<file path="config.mk">
export PLATFORM = sky130hd
export DESIGN_NAME = key_schedule
export DESIGN_NICKNAME = d
export VERILOG_FILES = /design/src/rtl/key_schedule.sv
export SDC_FILE = /design/constraint.sdc
export NUM_CORES = 2
export LEC_CHECK = 0
export ABC_AREA = 1
export ABC_CLOCK_PERIOD_IN_PS = 72100
export BUFFER_PORTS_ARGS = -buffer_cell sky130_fd_sc_hd__buf_2
export CORE_MARGIN = 1
export CORE_UTILIZATION = 45
export DETAILED_ROUTE_END_ITERATION = 6
export PLACE_DENSITY = 0.65
export SLEW_MARGIN = 20
export SYNTH_ARGS = -nofsm -noshare
export SYNTH_HDL_FRONTEND = slang
export SYNTH_SLANG_ARGS = --single-unit
</file>
<file path="constraint.sdc">
create_clock -name clk -period 72.1 [get_ports clk]
set_input_delay 0 -clock clk [delete_from_list [all_inputs] [get_ports clk]]
set_output_delay 0 -clock clk [all_outputs]
set_load 0.01 [all_outputs]
</file>
<file path="src/rtl/key_schedule.sv">
// AES-128 key schedule sequencer: iterates one key-expansion round block over
// rounds 1..NROUNDS and keeps every round key in a table readable by index.
`timescale 1ns/1ps

module gen_round_key (
    input  logic         clk,
    input  logic         reset,
    input  logic [127:0] previous_key_i,
    input  logic [3:0]   round_i,
    output logic [127:0] round_key_o
);
    // Forward S-box, byte 0x00 in the most significant position.
    localparam logic [2047:0] SBOX = {
        128'h637c777bf26b6fc53001672bfed7ab76,
        128'hca82c97dfa5947f0add4a2af9ca472c0,
        128'hb7fd9326363ff7cc34a5e5f171d83115,
        128'h04c723c31896059a071280e2eb27b275,
        128'h09832c1a1b6e5aa0523bd6b329e32f84,
        128'h53d100ed20fcb15b6acbbe394a4c58cf,
        128'hd0efaafb434d338545f9027f503c9fa8,
        128'h51a3408f929d38f5bcb6da2110fff3d2,
        128'hcd0c13ec5f974417c4a77e3d645d1973,
        128'h60814fdc222a908846eeb814de5e0bdb,
        128'he0323a0a4906245cc2d3ac629195e479,
        128'he7c8376d8dd54ea96c56f4ea657aae08,
        128'hba78252e1ca6b4c6e8dd741f4bbd8b8a,
        128'h703eb5664803f60e613557b986c11d9e,
        128'he1f8981169d98e949b1e87e9ce5528df,
        128'h8ca1890dbfe6426841992d0fb054bb16
    };

    function automatic logic [7:0] sbox(input logic [7:0] x);
        return SBOX[{~x, 3'b000} +: 8];
    endfunction

    function automatic logic [7:0] rcon(input logic [3:0] r);
        case (r)
            4'd1:    return 8'h01;
            4'd2:    return 8'h02;
            4'd3:    return 8'h04;
            4'd4:    return 8'h08;
            4'd5:    return 8'h10;
            4'd6:    return 8'h20;
            4'd7:    return 8'h40;
            4'd8:    return 8'h80;
            4'd9:    return 8'h1b;
            4'd10:   return 8'h36;
            default: return 8'h00;
        endcase
    endfunction

    logic [31:0]  w0, w1, w2, w3, temp;
    logic [127:0] round_key_d, round_key_q;

    always_comb begin
        w0   = previous_key_i[127:96];
        w1   = previous_key_i[95:64];
        w2   = previous_key_i[63:32];
        w3   = previous_key_i[31:0];
        // RotWord then SubWord on the last word, then XOR round constant.
        temp = {sbox(w3[23:16]), sbox(w3[15:8]), sbox(w3[7:0]), sbox(w3[31:24])}
               ^ {rcon(round_i), 24'h000000};
        round_key_d[127:96] = w0 ^ temp;
        round_key_d[95:64]  = w1 ^ w0 ^ temp;
        round_key_d[63:32]  = w2 ^ w1 ^ w0 ^ temp;
        round_key_d[31:0]   = w3 ^ w2 ^ w1 ^ w0 ^ temp;
    end

    always_ff @(posedge clk or posedge reset) begin
        if (reset) round_key_q <= '0;
        else       round_key_q <= round_key_d;
    end

    assign round_key_o = round_key_q;
endmodule

module key_schedule #(
    parameter int NROUNDS = 10
) (
    input  logic         clk,
    input  logic         reset,
    input  logic         start,
    input  logic [127:0] key,
    input  logic [3:0]   rd_round,
    output logic [127:0] rd_key,
    output logic         busy,
    output logic         done
);
    localparam logic [3:0] LAST_RND = 4'(NROUNDS);

    typedef enum logic [1:0] {IDLE, ISSUE, CAPTURE, DONE} state_t;

    state_t       state_q, state_d;
    logic [3:0]   rnd_q, rnd_d;
    logic [127:0] prev_q, prev_d;
    logic [127:0] round_key;
    logic         load_en, cap_en;
    logic [127:0] table_q [0:NROUNDS];
    logic [127:0] rd_mux  [0:15];

    gen_round_key u_round (
        .clk            (clk),
        .reset          (reset),
        .previous_key_i (prev_q),
        .round_i        (rnd_q),
        .round_key_o    (round_key)
    );

    always_comb begin
        state_d = state_q;
        rnd_d   = rnd_q;
        prev_d  = prev_q;
        load_en = 1'b0;
        cap_en  = 1'b0;
        case (state_q)
            IDLE, DONE: begin
                if (start) begin
                    load_en = 1'b1;
                    prev_d  = key;
                    rnd_d   = 4'd1;
                    state_d = ISSUE;
                end
            end
            ISSUE: state_d = CAPTURE;
            CAPTURE: begin
                cap_en = 1'b1;
                prev_d = round_key;
                if (rnd_q == LAST_RND) begin
                    state_d = DONE;
                end else begin
                    rnd_d   = rnd_q + 4'd1;
                    state_d = ISSUE;
                end
            end
            default: state_d = IDLE;
        endcase
    end

    always_ff @(posedge clk or posedge reset) begin
        if (reset) begin
            state_q <= IDLE;
            rnd_q   <= '0;
            prev_q  <= '0;
        end else begin
            state_q <= state_d;
            rnd_q   <= rnd_d;
            prev_q  <= prev_d;
        end
    end

    // Entry 0 is written by the load step, entries 1..NROUNDS by CAPTURE.
    generate
        for (genvar gi = 0; gi <= NROUNDS; gi++) begin : g_table
            if (gi == 0) begin : g_key
                always_ff @(posedge clk or posedge reset) begin
                    if (reset)        table_q[gi] <= '0;
                    else if (load_en) table_q[gi] <= key;
                end
            end else begin : g_round
                always_ff @(posedge clk or posedge reset) begin
                    if (reset)                            table_q[gi] <= '0;
                    else if (cap_en && rnd_q == 4'(gi))   table_q[gi] <= round_key;
                end
            end
        end
        for (genvar gi = 0; gi < 16; gi++) begin : g_rd
            if (gi <= NROUNDS) begin : g_valid
                assign rd_mux[gi] = table_q[gi];
            end else begin : g_zero
                assign rd_mux[gi] = '0;
            end
        end
    endgenerate

    assign rd_key = rd_mux[rd_round];
    assign busy   = (state_q == ISSUE) || (state_q == CAPTURE);
    assign done   = (state_q == DONE);
endmodule
</file>
==> flow_summary.ini <==
[run_status]
status = finished with violations
failed_checks = DRC

[yosys]
synth_area_um2 = 86500
syn_nets = 11170
synthCells = 10970
syn_avg_cell_area_um2 = 7.883
synth-main-ff-cell = dfrtp_1
synth_edf_count = 0
ys_seq_area_share_pct = 48.31
synthArstFlopShare_pct = 100.0
yosysUniqueCellTypes = 44
ys_seq_elements = 1670
yosysWarningCount = 0

[floorplan]
io_pins = 265
die_h_um = 440.4
die_w_um = 440.4
die_area_um2 = 194000
start_util_pct = 45.39
core_um2 = 190600
rows = 160

[placement]
post-place-cells = 13030
numPortBuffers = 264
dp_hpwl_um = 238300
place.gp.congestion = 1.072
dp_slack_ns = 66.69

[clock_tree]
clock-root-buffer = clkbuf_16
cts-buffers-inserted = 180
cts_tree = built
cts_hold_buf = 206
clk_path_buf_depth = 3
clkSlewWorstSetupHoldPaths_ns = 0.06
htree_levels = 4
insertion_delay_ns = 0.89
cts_resized = 0
clock-sinks = 1670
post_cts_buffers = 0

[sta]
relSlewSlack_pct = 20.97
hold_violations = 0
period_needed_ns = 5.528
rsz0062_at_grt = no
tightest_slew_ns = 1.173
fin_skew_ns = 0.07296
setup_viol = 0
final_max_slew_viol_count = 0
worst_slack_ns = 66.57
fin_tns_setup_ns = 0
fmax_ghz = 0.1809
fin_crit_sh_pct = 7.668

[grt]
antenna_found_initial = 40
grt_max_degree = 207
grt_pass1_vias = 78960
grt_pass1_wl_um = 539400
grt.overflow.total = 0
track_usage_pct = 37.33

[setup_path]
cpMostUsedCell = buf_4
cp-end-kind = flop
cp.required_ns = 72.77
crit_start = state_q[0]
cp.arrival_ns = 6.20
path_cells = inv_1, ha_4, inv_8, buf_4, nor2_4, buf_4, buf_4, inv_2, nand2_1, o21ai_0
worst-path-max-fanout = 120
cp-start-kind = flop
cpPeakStageDelay_ns = 0.87
cp_slowest_cell = nor2_4
worstSetupPathType = flop to flop
timing.rr.start = state_q[0]

[layout]
multi_input_area_um2 = 38450
drive_gt1_share_pct = 7.552
finalNonFillerCells = 13590
nFillCells = 18280
nNetsFinal = 11120
seq_area_um2 = 41790
syn_to_final_growth_pct = 11.88

[power]
pwr_density_cell_nw_per_um2 = 45.72
cellLeakagePower_uw = 0.04417
vdd.ir_drop.worst_uv = 34.12
p_total_uw = 4424

[worst_hold_path]
hold_path.class = input port to flop
hp-start = key[72]

[drt]
wl_per_cell_um = 27.08
ant_nets = 0
drc = 3
first_iter_violations = 11370
vias = 84200
finalWirelength_um = 368000
firstDrtPassIters = 7
viasPerCell = 6.196

[run]
drv_cap = 0
[path summary, 6_finish.rpt]
path | slack, ns | depth (start not counted) | endpoint
hold / removal | 0.03 | 4 | rd_mux[1992]
min in group asynchronous | 0.48 | 4 | rd_mux[1412]
hold reg to reg | 0.48 | 2 | rd_mux[1015]
setup reg to reg | 66.57 | 10 | rd_mux[1410]
setup / recovery | 66.57 | 10 | rd_mux[1410]
max in group asynchronous | 67.21 | 9 | rd_mux[1205]
[layout by cell type, fill, tap and decap left out, types with 27 or more instances in the layout]
master / instances
nor2_1: 776
nand2_1: 2280
nand3b_1: 42
inv_1: 652
clkbuf_16: 181
nand3_1: 821
dfrtp_1: 1667
clkbuf_1: 52
inv_2: 31
ha_1: 65
o211ai_1: 266
o21ai_1: 77
o22ai_1: 222
clkbuf_8: 42
o221ai_1: 99
nand2_2: 38
xor2_1: 136
o21ai_0: 2360
a32o_1: 77
a31oi_1: 82
buf_2: 261
dlygate4sd3_1: 206
buf_4: 115
nand3_2: 27
nor3_1: 57
a21oi_1: 237
[final cells by class]
class | instances | area share [%]
clock inverters | 51 | 0.7447
inverters | 702 | 2.781
clock buffers | 274 | 5.465
well taps | 2511 | 3.246
repair buffers | 604 | 4.788
multi-input cells | 7756 | 39.73
diodes | 21 | 0.05430
flip-flops and latches | 1670 | 43.19
[kinds of logic (layout without fill, tap and decap cells)]
| kind of cell | count (synthesis) | count (layout) | synth area share (%) |
|---|---|---|---|
| buffers and inverters | 1546 | 1631 | 7.350 |
| DFF | 1670 | 1670 | 48.31 |
| other | 0 | 21 | 0 |
| and+or+nand+nor | 4109 | 4109 | 19.86 |
| xor gates and xnor gates | 147 | 147 | 1.488 |
| adders and majority gates | 67 | 67 | 0.9779 |
| AOI/OAI and AO/OA | 3433 | 3433 | 22.01 |
[worst max-delay path, delay by kind of cell, from the launching register on]
family / cells / cell delay, ns
buffers and inverters: 6 / 2.93
and+or+nand+nor: 2 / 1.05
DFF: 1 / 0.42
adders and majority gates: 1 / 0.59
AOI/OAI and AO/OA: 1 / 0.09
[per-layer routing]
metal	wire, um	global-route usage, %	vias up	part of all wire (%)
li1	-	-	37100	-
met1	147900	50.21	41280	40
met2	159000	55.40	4810	43
met3	36910	8.141	986	10
met4	24030	21.74	30	6.5
met5	207	0	-	0.056
[stage by stage]
stage          util, %  hold WS [ns]  instance area (um^2)
3_5_place_dp     46.45        0.2738                 88520
3_3_place_gp     46.45        0.2694                 88520
6_report         50.78       0.02975                 96780
5_1_grt          50.76       0.03058                 96740
2_1_floorplan        -        0.1282                 86500
4_1_cts          50.68     0.0004410                 96590
[flip-flops by register name, indices dropped and copies added (netlist names)]
register             flops
rd_mux                1408
state_q                  2
rnd_q                    4
prev_q                 128
u_round.round_key_o    128
[synthesized netlist by cell type, types with 73 or more instances]
cell type	number	area share, %
o211ai_1	266	2.3
nor2_1	777	3.4
o221ai_1	99	1.0
a31oi_1	82	0.59
inv_1	658	2.9
nand2_1	2288	9.9
a32o_1	77	0.89
clkbuf_1	566	2.5
xor2_1	136	1.4
a21oi_1	237	1.4
buf_2	165	0.95
nand3_1	822	4.8
dfrtp_1	1670	48
o21ai_1	73	0.42
o22ai_1	222	1.6
o21ai_0	2365	14
[power by group]
| group | total (uW) | switching (uW) | internal, uW |
|---|---|---|---|
| Clock | 942 | 404 | 538 |
| Sequential | 1400 | 244 | 1160 |
| Combinational | 2080 | 1550 | 531 |
Power figures use the tool's default switching activity.
